### src/rtl/piece_queue.sv
// 7-bag piece generator with preview FIFO and active-piece rotation state; HOLD_EN adds a hold slot.
// Spawn/hold/rotate take effect one cycle after the request; spawn_req waits through FILL/REFILL.
module piece_queue #(
  parameter int          PREVIEW_DEPTH = 3,
  parameter logic [15:0] SEED          = 16'hACE1,
  parameter int          RETRY_MAX     = 8
) (
  input  logic                       Clk,
  input  logic                       Reset_n,
  input  logic                       spawn_req,
  output logic                       spawn_ack,
  input  logic                       rot_cw,
  input  logic                       rot_ccw,
  input  logic                       rot_undo,
`ifdef HOLD_EN
  input  logic                       hold_req,
  output logic [2:0]                 hold_type,
  output logic                       hold_valid,
`endif
  output logic                       ready,
  output logic [2:0]                 active_type,
  output logic [1:0]                 active_rot,
  output logic [15:0]                active_mask,
  output logic [3*PREVIEW_DEPTH-1:0] preview_types,
  output logic [15:0]                preview0_mask
);

  localparam int CW = $clog2(PREVIEW_DEPTH + 1);
  localparam int RW = $clog2(RETRY_MAX + 1);
  localparam logic [CW-1:0] LAST    = CW'(PREVIEW_DEPTH - 1);
  localparam logic [RW-1:0] RETRY_C = RW'(RETRY_MAX);

  typedef enum logic [1:0] {FILL, IDLE, REFILL} state_t;

  state_t        state;
  logic [15:0]   lfsr;
  logic [6:0]    bag_used;
  logic [RW-1:0] retry_cnt;
  logic [CW-1:0] count;
  logic [2:0]    slot [PREVIEW_DEPTH];
  logic [1:0]    prev_rot;

  function automatic logic [15:0] shape(input logic [2:0] t, input logic [1:0] r);
    logic [15:0] m;
    case (t)
      3'd0: m = r[0] ? 16'h2222 : 16'h0F00;
      3'd1: case (r) 2'd0: m = 16'h0E40; 2'd1: m = 16'h4C40; 2'd2: m = 16'h04E0; default: m = 16'h4640; endcase
      3'd2: case (r) 2'd0: m = 16'h0E80; 2'd1: m = 16'hC440; 2'd2: m = 16'h02E0; default: m = 16'h4460; endcase
      3'd3: case (r) 2'd0: m = 16'h0E20; 2'd1: m = 16'h44C0; 2'd2: m = 16'h08E0; default: m = 16'h6440; endcase
      3'd4: m = r[0] ? 16'h8C40 : 16'h06C0;
      3'd5: m = r[0] ? 16'h2640 : 16'h0C60;
      default: m = 16'h0660;
    endcase
    return m;
  endfunction

  logic [15:0] lfsr_next;
  logic [2:0]  cand, fallback, push_type;
  logic        cand_ok, drawing, push;
  logic [6:0]  bag_set;

  assign lfsr_next = lfsr[0] ? ({1'b0, lfsr[15:1]} ^ 16'hB400) : {1'b0, lfsr[15:1]};
  assign cand      = lfsr[2:0];
  assign cand_ok   = (cand != 3'd7) && !bag_used[cand];
  assign drawing   = (state != IDLE);
  assign push      = drawing && (cand_ok || retry_cnt == RETRY_C);
  assign push_type = cand_ok ? cand : fallback;
  assign bag_set   = bag_used | (7'b1 << push_type);

  always_comb begin
    fallback = 3'd0;
    for (int i = 6; i >= 0; i--)
      if (!bag_used[i]) fallback = 3'(i);
  end

  logic       do_spawn, load, shift;
  logic [2:0] load_type;
  assign do_spawn = (state == IDLE) && spawn_req;
`ifdef HOLD_EN
  logic hold_used, hold_ok;
  assign hold_ok   = (state == IDLE) && !spawn_req && hold_req && !hold_used;
  assign load      = do_spawn || hold_ok;
  assign shift     = do_spawn || (hold_ok && !hold_valid);
  assign load_type = (hold_ok && hold_valid) ? hold_type : slot[0];
`else
  assign load      = do_spawn;
  assign shift     = do_spawn;
  assign load_type = slot[0];
`endif

  always_ff @(posedge Clk or negedge Reset_n) begin
    if (!Reset_n) begin
      state       <= FILL;
      lfsr        <= SEED;
      bag_used    <= 7'd0;
      retry_cnt   <= '0;
      count       <= '0;
      for (int i = 0; i < PREVIEW_DEPTH; i++) slot[i] <= 3'd0;
      ready       <= 1'b0;
      spawn_ack   <= 1'b0;
      active_type <= 3'd0;
      active_rot  <= 2'd0;
      prev_rot    <= 2'd0;
`ifdef HOLD_EN
      hold_used   <= 1'b0;
      hold_valid  <= 1'b0;
      hold_type   <= 3'd0;
`endif
    end else begin
      spawn_ack <= 1'b0;
      if (drawing) begin
        lfsr <= lfsr_next;
        if (push) begin
          bag_used  <= (bag_set == 7'h7F) ? 7'd0 : bag_set;
          retry_cnt <= '0;
          count     <= count + 1'b1;
          for (int i = 0; i < PREVIEW_DEPTH; i++)
            if (count == CW'(i)) slot[i] <= push_type;
          if (state == REFILL || count == LAST) begin
            state <= IDLE;
            ready <= 1'b1;
          end
        end else begin
          retry_cnt <= retry_cnt + 1'b1;
        end
      end

      if (shift) begin
        for (int i = 0; i < PREVIEW_DEPTH - 1; i++) slot[i] <= slot[i+1];
        slot[PREVIEW_DEPTH-1] <= 3'd0;
        count <= count - 1'b1;
        state <= REFILL;
      end

      // A load (spawn or hold) overrides any rotate in the same cycle.
      if (load) begin
        active_type <= load_type;
        active_rot  <= 2'd0;
        prev_rot    <= 2'd0;
        spawn_ack   <= 1'b1;
      end else if (ready) begin
        if (rot_undo) begin
          active_rot <= prev_rot;
        end else if (rot_cw ^ rot_ccw) begin
          prev_rot   <= active_rot;
          active_rot <= rot_cw ? active_rot + 2'd1 : active_rot - 2'd1;
        end
      end

`ifdef HOLD_EN
      if (do_spawn) hold_used <= 1'b0;
      if (hold_ok) begin
        hold_used  <= 1'b1;
        hold_valid <= 1'b1;
        hold_type  <= active_type;
      end
`endif
    end
  end

  for (genvar g = 0; g < PREVIEW_DEPTH; g++) begin : g_prev
    assign preview_types[3*g +: 3] = slot[g];
  end

  assign active_mask   = shape(active_type, active_rot);
  assign preview0_mask = shape(slot[0], 2'd0);

endmodule

### config.mk
export PLATFORM = sky130hd
export DESIGN_NAME = piece_queue
export DESIGN_NICKNAME = d
export VERILOG_FILES = /design/src/rtl/piece_queue.sv
export SDC_FILE = /design/constraint.sdc
export NUM_CORES = 1
export LEC_CHECK = 0
export CAP_MARGIN = 30
export CORE_MARGIN = 2
export CORE_UTILIZATION = 55
export DETAILED_ROUTE_END_ITERATION = 8
export PLACE_DENSITY = 0.82
export SLEW_MARGIN = 15
export SYNTH_ARGS = -nofsm -noshare
export SYNTH_HDL_FRONTEND = slang
export SYNTH_SLANG_ARGS = --single-unit
### constraint.sdc
create_clock -name Clk -period 4.5 [get_ports Clk]
set_input_delay 1.35 -clock Clk [delete_from_list [all_inputs] [get_ports Clk]]
set_output_delay 1.35 -clock Clk [all_outputs]
set_load 0.01 [all_outputs]
==> flow_summary.yaml, run 1 <==
route:
  drc: 0
  wire_per_inst_um: 14.34
  ant_nets: 0
  routed_wl_mm: 6.611
  routed_via_density: 5.685
  drt_first_pass_iters: 4
  via_count: 2621
  drt_iter0_drc: 139
timing:
  fin_crit_sh_pct: 84.68
  worst_slew_pin_slew_ps: 695.2
  setup_tns_ps: 0
  timing.fmax_mhz: 262.4
  slew_violations: 0
  rsz0062_at_grt: "false"
  finalCriticalPeriod_ps: 3811
  slew_headroom_pct: 53.65
  finalSetupViolCount: 0
  clock_skew_ps: 3.765
  hold_viol: 0
placement:
  dp.cells: 452
  dpl_cell_area_um2: 3525
  hpwl_mm: 4.821
  portBuffers: 38
  gp_congestion: 0.9512
worst_setup_path:
  cpMaxStageDelayCell: "clkdlybuf4s50_1"
  path_cells: "inv_1 > ha_1 > nor2_1 > nor2_1 > nand2_1 > nor2_1 > a21oi_1 > o21ai_0 > clkdlybuf4s50_1"
  cpPeakStageDelay_ps: 560
  crit_fanout: 11
  crit_type: "reg2out"
  critPathMostFrequentCell: "nor2_1"
  cp_data_required_time_ps: 3150
  start_kind: "flip-flop"
  critPathTopFamily: "buffers and inverters"
  cp.arrival_ps: 2460
  crit_buf_inv: 2
  crit_path_end_kind: "output port"
yosys:
  synthCells: 361
  ys_seq_area_share_pct: 38.97
  yosys_most_used_dff: "dfrtp_1"
  ys_seq_elements: 49
  async_reset_ff_share_pct: 100.0
  synth_edf_count: 0
  yosysUniqueCellTypes: 63
  yosysWarnings: 0
  synth_area_um2: 3172
  avgSynthCellArea_um2: 8.786
power:
  p_leak_nw: 1.622
  ir_drop_v: 0.0004345
  total_power_w: 0.003072
  power.density_nw_per_um2: 841.5
global_route:
  globalRoute.busiestLayer: "met2"
  grt_pass1_vias: 2377
  grt_max_degree: 30
  grt_overflow: 0
  grt_pass1_wl_mm: 11.23
  met1_usage_pct: 31.58
  grtUsageMet3_pct: 3.733
  antenna_found_initial: 0
  use_met2_pct: 33.25
  grt_usage_pct: 21.94
clock_network:
  cts-resized-gates: 0
  postCtsSetupBuffers: 0
  clkLatencyLatePin_ps: 310
  cts_tree: "done"
  hold_buffers: 0
  clockBufferDepth: 2
  cts_sinks: 49
  clkTransAtPathRegs_ps: 90
  cts_root_buf: "clkbuf_8"
  htreeDepth: 2
  cts_inserted_buffers: 5
cells_and_area:
  fillerInstances: 467
  drive_gt1_share_pct: 10.80
  diodes: 0
  design_area_um2: 3651
  finish.utilization_pct: 65.90
  fin_cells: 461
  area_delta_synth_final_pct: 15.11
  finish.net_count: 405
floorplan:
  ios: 54
  initial_utilization_pct: 57.25
  dieArea_um2: 6390
  core-area_um2: 5540
  die_x_um: 79.94
  fp-row-count: 27
  die_h_um: 79.94
status:
  status: "finished, final reports clean"
job:
  maxCapViolCount: 0
hold_path:
  hold_class: "reg2reg"
==> cell usage after synthesis (all sizes together), types with 8 or more instances <==
cell / n / area (um^2)
a21oi: 26 / 130.1
buf: 24 / 162.7
clkbuf: 11 / 41.29
dfrtp: 41 / 1026
dfstp: 8 / 210.2
ha: 11 / 137.6
inv: 12 / 45.04
mux2i: 12 / 120.1
nand2: 54 / 205.2
nand3: 10 / 50.05
nor2: 30 / 115.1
nor3: 11 / 55.05
o21ai: 26 / 141.4
==> metal layers <==
metal	wire, um	vias up
li1	-	1283
met1	3027	1236
met2	3071	95
met3	430	7
met4	82	0
met5	0	-
==> worst paths after layout <==
| check | startpoint | to | slack, ps | cells after the start |
|---|---|---|---|---|
| setup / recovery | active_rot[0] | active_mask[7] | 690 | 9 |
| hold / removal | lfsr[15] | lfsr[15] | 460 | 2 |
| setup reg to reg | lfsr[0] | bag_used[1] | 1950 | 6 |
| hold reg to reg | lfsr[15] | lfsr[15] | 460 | 2 |
| max in group asynchronous | Reset_n | lfsr[0] | 2870 | 2 |
| min in group asynchronous | Reset_n | bag_used[0] | 1030 | 1 |
==> cell type report <==
cell class / count / area [um^2] / share of cell area (%)
sequential: 49 / 1236 / 33.86
clock inverter: 2 / 38.79 / 1.062
tap: 72 / 90.09 / 2.467
multi-input combinational: 278 / 1735 / 47.53
inverter: 12 / 45.04 / 1.234
clock buffer: 6 / 72.57 / 1.988
timing repair buffer: 42 / 432.9 / 11.86
==> registers in the layout, summed over array words and instances, names as in the netlist <==
name,count
preview_types,6
spawn_ack,1
lfsr,16
count,2
prev_rot,2
retry_cnt,4
ready,1
bag_used,7
load_type,3
state,2
active_type,3
active_rot,2
==> where the power goes <==
part           switching, W  internal (W)  leakage, nW
registers          0.000287      0.000663        0.587
clock network      0.000150      0.000167       0.0554
logic              0.000975      0.000830        0.980
==> per-stage QoR <==
step           worst slack, ps  hold slack, ps
2_1_floorplan             1652           434.6
3_3_place_gp              1122           440.7
3_5_place_dp              1041           445.0
4_1_cts                  712.7           457.5
5_1_grt                  448.3           479.8
6_report                 689.4           455.6
==> placed cells by master, fill, tap and decap left out, types with 2 or more instances in the layout <==
cell type         n
a211oi_1          7
a21o_1            5
a21oi_1          26
a31oi_1           7
a41oi_1           2
and2_1            2
buf_4             2
clkbuf_8          5
clkdlybuf4s50_1  37
conb_1           15
dfrtp_1          41
dfstp_2           8
ha_1             11
inv_1            12
maj3_1            2
mux2_2            4
mux2i_1          12
nand2_1          53
nand2b_1          5
nand3_1          10
nand3b_1          4
nor2_1           29
nor2b_1           2
nor3_1           11
nor3b_1           2
o211ai_1          2
o21ai_0          23
o21ai_1           2
or2_2             5
xnor2_1           5
xor2_1            2
==> worst register-to-register path: stages (launching register included) <==
cell and delay, ps:
dfstp_2 700, or2b_1 280, o22a_2 280, a21boi_0 550, nor2_1 250, a41oi_1 290
a21oi_1 60
==> cells by family after synthesis <==
logic type                 count (synthesis)  synth area share [%]
buffers and inverters                     47                 7.850
xor gates and xnor gates                   7                 1.933
adders and majority gates                 13                 4.970
muxes                                     17                 5.680
DFF                                       49                 38.97
and+or+nand+nor                          132                 19.37
AOI/OAI and AO/OA                         94                 20.99
other                                      2                0.2368
Power figures use the tool's default switching activity.
==> run 2, diff against run 1 <==
CORE_UTILIZATION = 48   (was 55)
PLACE_DENSITY = 0.76   (was 0.82)
clock period = 3.33 ns   (was 4.5 ns; I/O delays follow)
==> run 2 against run 1 <==
Against the previous run:
- sequential power up 28%
- clock power up 37%
- clock-buffer cell count unchanged
- first-iteration DRC count up 29%
- final cell count up 2.6%
- critical path depth down 4
- critical endpoint is now active_mask[5]
- largest cell class unchanged
==> flow_summary.yaml, run 2 (synthesis gave the netlist of run 1 again) <==
worst_setup_path:
  cpPeakStageDelay_ps: 490
  crit_path_end_kind: "output port"
  cp_data_required_time_ps: 2330
  cp.arrival_ps: 2210
  cpMaxStageDelayCell: "or4_1"
  crit_fanout: 6
  start_kind: "flip-flop"
  crit_type: "reg2out"
  critPathMostFrequentCell: "a21oi_1"
  path_cells: "ha_1 > or4_1 > a21oi_1 > a21oi_1 > clkdlybuf4s50_1"
global_route:
  antenna_found_initial: 0
  grt_usage_pct: 18.63
  grt_max_degree: 30
  grt_overflow: 0
  grt_pass1_wl_mm: 11.24
  grt_pass1_vias: 2375
floorplan:
  die_h_um: 85.29
  dieArea_um2: 7274
  initial_utilization_pct: 49.67
  fp-row-count: 29
  core-area_um2: 6386
  ios: 54
  die_x_um: 85.29
cells_and_area:
  top_register: "lfsr"
  layout_commonest_cell: "nand2_1"
  largest_reg_flops: 16
  fin_cells: 473
  fillerInstances: 576
  final_cell_mix: "nand2_1 (53), dfrtp_1 (39), clkdlybuf4s50_1 (36)"
  diodes: 0
  finish.net_count: 412
  multiInputGateArea_um2: 1738
  area_delta_synth_final_pct: 16.61
  regArea_um2: 1239
  drive_gt1_share_pct: 13.89
route:
  via_count: 2648
  drc: 0
  routed_wl_mm: 6.652
  ant_nets: 0
  drt_first_pass_iters: 4
  drt_iter0_drc: 180
  wire_per_inst_um: 14.06
  routed_via_density: 5.598
timing:
  clock_skew_ps: 2.778
  fin_crit_sh_pct: 96.36
  finalCriticalPeriod_ps: 3209
  timing.fmax_mhz: 311.7
  hold_viol: 0
  slew_violations: 0
  setup_tns_ps: 0
  finalSetupViolCount: 0
  rsz0062_at_grt: "false"
  worst_slew_pin_slew_ps: 638.7
  slew_headroom_pct: 57.42
clock_network:
  cts_root_buf: "clkbuf_8"
  htreeDepth: 2
  clockBufferDepth: 2
  cts_tree: "done"
  cts_inserted_buffers: 5
  clkLatencyLatePin_ps: 290
  cts_sinks: 49
  clkTransAtPathRegs_ps: 90
power:
  ir_drop_v: 0.0005018
  p_leak_nw: 1.657
  power.density_nw_per_um2: 1138
status:
  status: "finished, final reports clean"
placement:
  hpwl_mm: 5.030
  gp_congestion: 0.9427
  dp.cells: 464
  portBuffers: 38
hold_path:
  hold_class: "reg2reg"
job:
  maxCapViolCount: 0
[run 2: power breakdown]
group          internal, W  switching (W)  total (W)  leakage [nW]
combinational      0.00116        0.00139    0.00255          1.02
clock             0.000244       0.000190   0.000434        0.0574
sequential        0.000899       0.000326    0.00122         0.584
total              0.00230        0.00191    0.00421          1.66
[run 2: stage by stage]
stage	hold slack (ps)	instance area (um^2)	worst slack (ps)	power [W]	utilization, %
2_1_floorplan	434.6	3221	832.9	0.002941	-
3_3_place_gp	442.1	3563	374.8	0.003691	55.80
3_5_place_dp	444.2	3563	288.0	0.003758	55.80
4_1_cts	457.5	3685	36.75	0.004203	57.70
5_1_grt	481.5	3699	5.152	0.004571	57.92
6_report	454.8	3699	121.4	0.004211	57.92
[run 2: final timing paths]
kind / from / endpoint / slack [ps] / cells past startpoint
worst max-delay path: active_rot[0] / active_mask[5] / 120 / 5
worst min-delay path: lfsr[7] / lfsr[7] / 450 / 2
worst max register to register: lfsr[0] / bag_used[3] / 820 / 6
worst min register to register: lfsr[7] / lfsr[7] / 450 / 2
max in group asynchronous: Reset_n / lfsr[11] / 1940 / 2
min in group asynchronous: Reset_n / lfsr[14] / 710 / 1
[run 2: layer usage]
metal  vias up  part of all wire [%]  global-route usage (%)
li1       1294                     -                       -
met5         -                     0                       0
met1      1261                    46                   26.59
met3         6                   5.7                   3.502
met2        87                    47                   29.83
met4         0                  0.63                   3.608
[run 2: final cells by class]
| cell class | instances | share of cell area (%) |
|---|---|---|
| flip-flops and latches | 49 | 33.49 |
| clock buffers | 6 | 2.233 |
| well taps | 77 | 2.605 |
| clock inverters | 2 | 1.015 |
| repair buffers | 49 | 12.45 |
| multi-input cells | 278 | 46.99 |
| inverters | 12 | 1.218 |
[run 2: critical path, delay by kind of cell (launching register included)]
family / cells / cell delay, ps
DFF: 1 / 450
AOI/OAI and AO/OA: 2 / 220
buffers and inverters: 1 / 480
adders and majority gates: 1 / 270
and+or+nand+nor: 1 / 490
[run 2: what timing repair did]
| action | 4_1_cts | 5_1_grt |
|---|---|---|
| setup endpoints to repair | 2 | 4 |
| resized for setup | 1 | 5 |
| buffers inserted | 0 | 1 |
| hold buffers | 0 | 0 |
| hold endpoints to repair | 0 | 0 |
==> run 3, diff against run 2 <==
CORE_UTILIZATION = 55   (was 48)
PLACE_DENSITY = 0.82   (was 0.76)
clock period = 4.2 ns   (was 3.33 ns; I/O delays follow)
==> run 3 against run 2 <==
Against the previous run:
- first-iteration DRC count increased by 3.3%
- global-route usage increased by 3.0 points
- via count decreased by 1.2%
- non-clock buffer count decreased by 7
- flip-flop and latch count unchanged
- critical path depth increased by 4
- core utilization increased by 7.5 points
- final area decreased by 2.1%
- power decreased by 23%
- clock-buffer cell count decreased by 1
- worst hold slack improved by 1.3 ps
- sequential power decreased by 16%
- critical path type unchanged
- largest cell class unchanged
- largest power group unchanged
- highest routed layer unchanged
==> flow_summary.yaml, run 3 (synthesis gave the netlist of run 1 again) <==
status:
  status: "finished, final reports clean"
power:
  ir_drop_v: 0.0004345
  p_leak_nw: 1.608
  power.density_nw_per_um2: 891.8
clock_network:
  clkTransAtPathRegs_ps: 90
  clockBufferDepth: 2
  cts_tree: "done"
  cts_inserted_buffers: 5
  clkLatencyLatePin_ps: 310
  cts_root_buf: "clkbuf_8"
  htreeDepth: 2
  postCtsSetupBuffers: 0
  cts_sinks: 49
  cts-resized-gates: 0
  hold_buffers: 0
route:
  drt_first_pass_iters: 5
  drt_iter0_drc: 186
  wire_per_inst_um: 14.19
  ant_nets: 0
  drc: 0
  routed_via_density: 5.677
  via_count: 2617
  routed_wl_mm: 6.543
placement:
  hpwl_mm: 4.755
  gp_congestion: 0.9501
  portBuffers: 38
cells_and_area:
  largest_reg_flops: 16
  finish.net_count: 405
  layout_commonest_cell: "nand2_1"
  fillerInstances: 468
  area_delta_synth_final_pct: 14.20
  drive_gt1_share_pct: 11.05
  final_cell_mix: "nand2_1 (53), dfrtp_1 (41), clkdlybuf4s50_1 (37)"
  finish.utilization_pct: 65.38
  top_register: "lfsr"
  diodes: 0
worst_setup_path:
  cp_data_required_time_ps: 2940
  rr_endpoint: "bag_used[1]"
  crit_path_end_kind: "output port"
  r2r_slack_ps: 1580
  crit_fanout: 11
  worstRegToRegCells: 6
  cp.arrival_ps: 2480
  timing.rr.start: "lfsr[0]"
  crit_type: "reg2out"
  start_kind: "flip-flop"
hold_path:
  hold_start: "lfsr[15]"
  whs_path_depth: 2
  hold_path_end: "lfsr[15]"
  hold_class: "reg2reg"
floorplan:
  die_x_um: 79.94
  ios: 54
  dieArea_um2: 6390
  die_h_um: 79.94
  initial_utilization_pct: 57.25
  fp-row-count: 27
  core-area_um2: 5540
timing:
  slew_violations: 0
  hold_viol: 0
  worst_slew_pin_slew_ps: 702.6
  slew_headroom_pct: 52.74
  rsz0062_at_grt: "false"
  timing.fmax_mhz: 267.1
  clock_skew_ps: 8.451
  finalSetupViolCount: 0
  fin_crit_sh_pct: 89.16
  setup_tns_ps: 0
  finalCriticalPeriod_ps: 3745
global_route:
  grt_overflow: 0
  grt_pass1_wl_mm: 10.96
  grt_max_degree: 36
  grt_pass1_vias: 2300
  antenna_found_initial: 0
  grt_usage_pct: 21.65
job:
  maxCapViolCount: 0
[run 3: worst max path at each step]
stage | to | start | cells past startpoint | slack, ps
floorplan | active_mask[7] | active_rot[0] | 8 | 1440
global placement | active_mask[7] | active_rot[0] | 9 | 910
detailed placement | active_mask[7] | active_rot[0] | 9 | 820
finish | active_mask[7] | active_rot[0] | 9 | 460
global route | active_mask[7] | active_rot[0] | 9 | 210
CTS | active_mask[7] | active_rot[0] | 9 | 460
[run 3: report_power, final]
part / internal, W / switching, W / total, W
combinational: 0.000889 / 0.00104 / 0.00193
clock: 0.000118 / 0.000163 / 0.000281
sequential: 0.000710 / 0.000311 / 0.00102
total: 0.00172 / 0.00151 / 0.00323
[run 3: final cells by class]
class,instances,area (um^2),area share (%)
inverter,12,45.04,1.244
sequential,49,1236,34.13
timing repair buffer,42,425.4,11.74
clock buffer,5,68.82,1.900
clock inverter,3,21.27,0.5872
tap,72,90.09,2.487
multi-input combinational,278,1735,47.91
[run 3: metal layers]
layer | part of all wire, % | global-route usage [%] | vias to the layer above
met5 | 0 | 0 | -
met4 | 1.1 | 6.441 | 0
met3 | 5.1 | 3.846 | 8
met2 | 47 | 32.92 | 91
met1 | 47 | 31.45 | 1229
li1 | - | - | 1289
[run 3: worst max-delay path: stages, from the launching register on]
cell	delay (ps)
dfrtp_1	510
inv_1	200
ha_1	210
nor2_1	70
nor2_1	130
nand2_1	80
nor2_1	130
a21oi_1	50
o21ai_0	210
clkdlybuf4s50_1	570
[run 3: metrics by stage]
step                cell area, um^2  total power (W)  std cells  hold slack, ps  setup WS [ps]
floorplan                      3221         0.002332        374           434.6           1442
global placement               3497         0.002873        451           440.5          911.3
detailed placement             3517         0.002920        452           446.0          824.0
CTS                            3607         0.003217        460           459.2          464.6
global route                   3622         0.003510        461           479.9          213.0
finish                         3622         0.003230        461           456.1          455.4
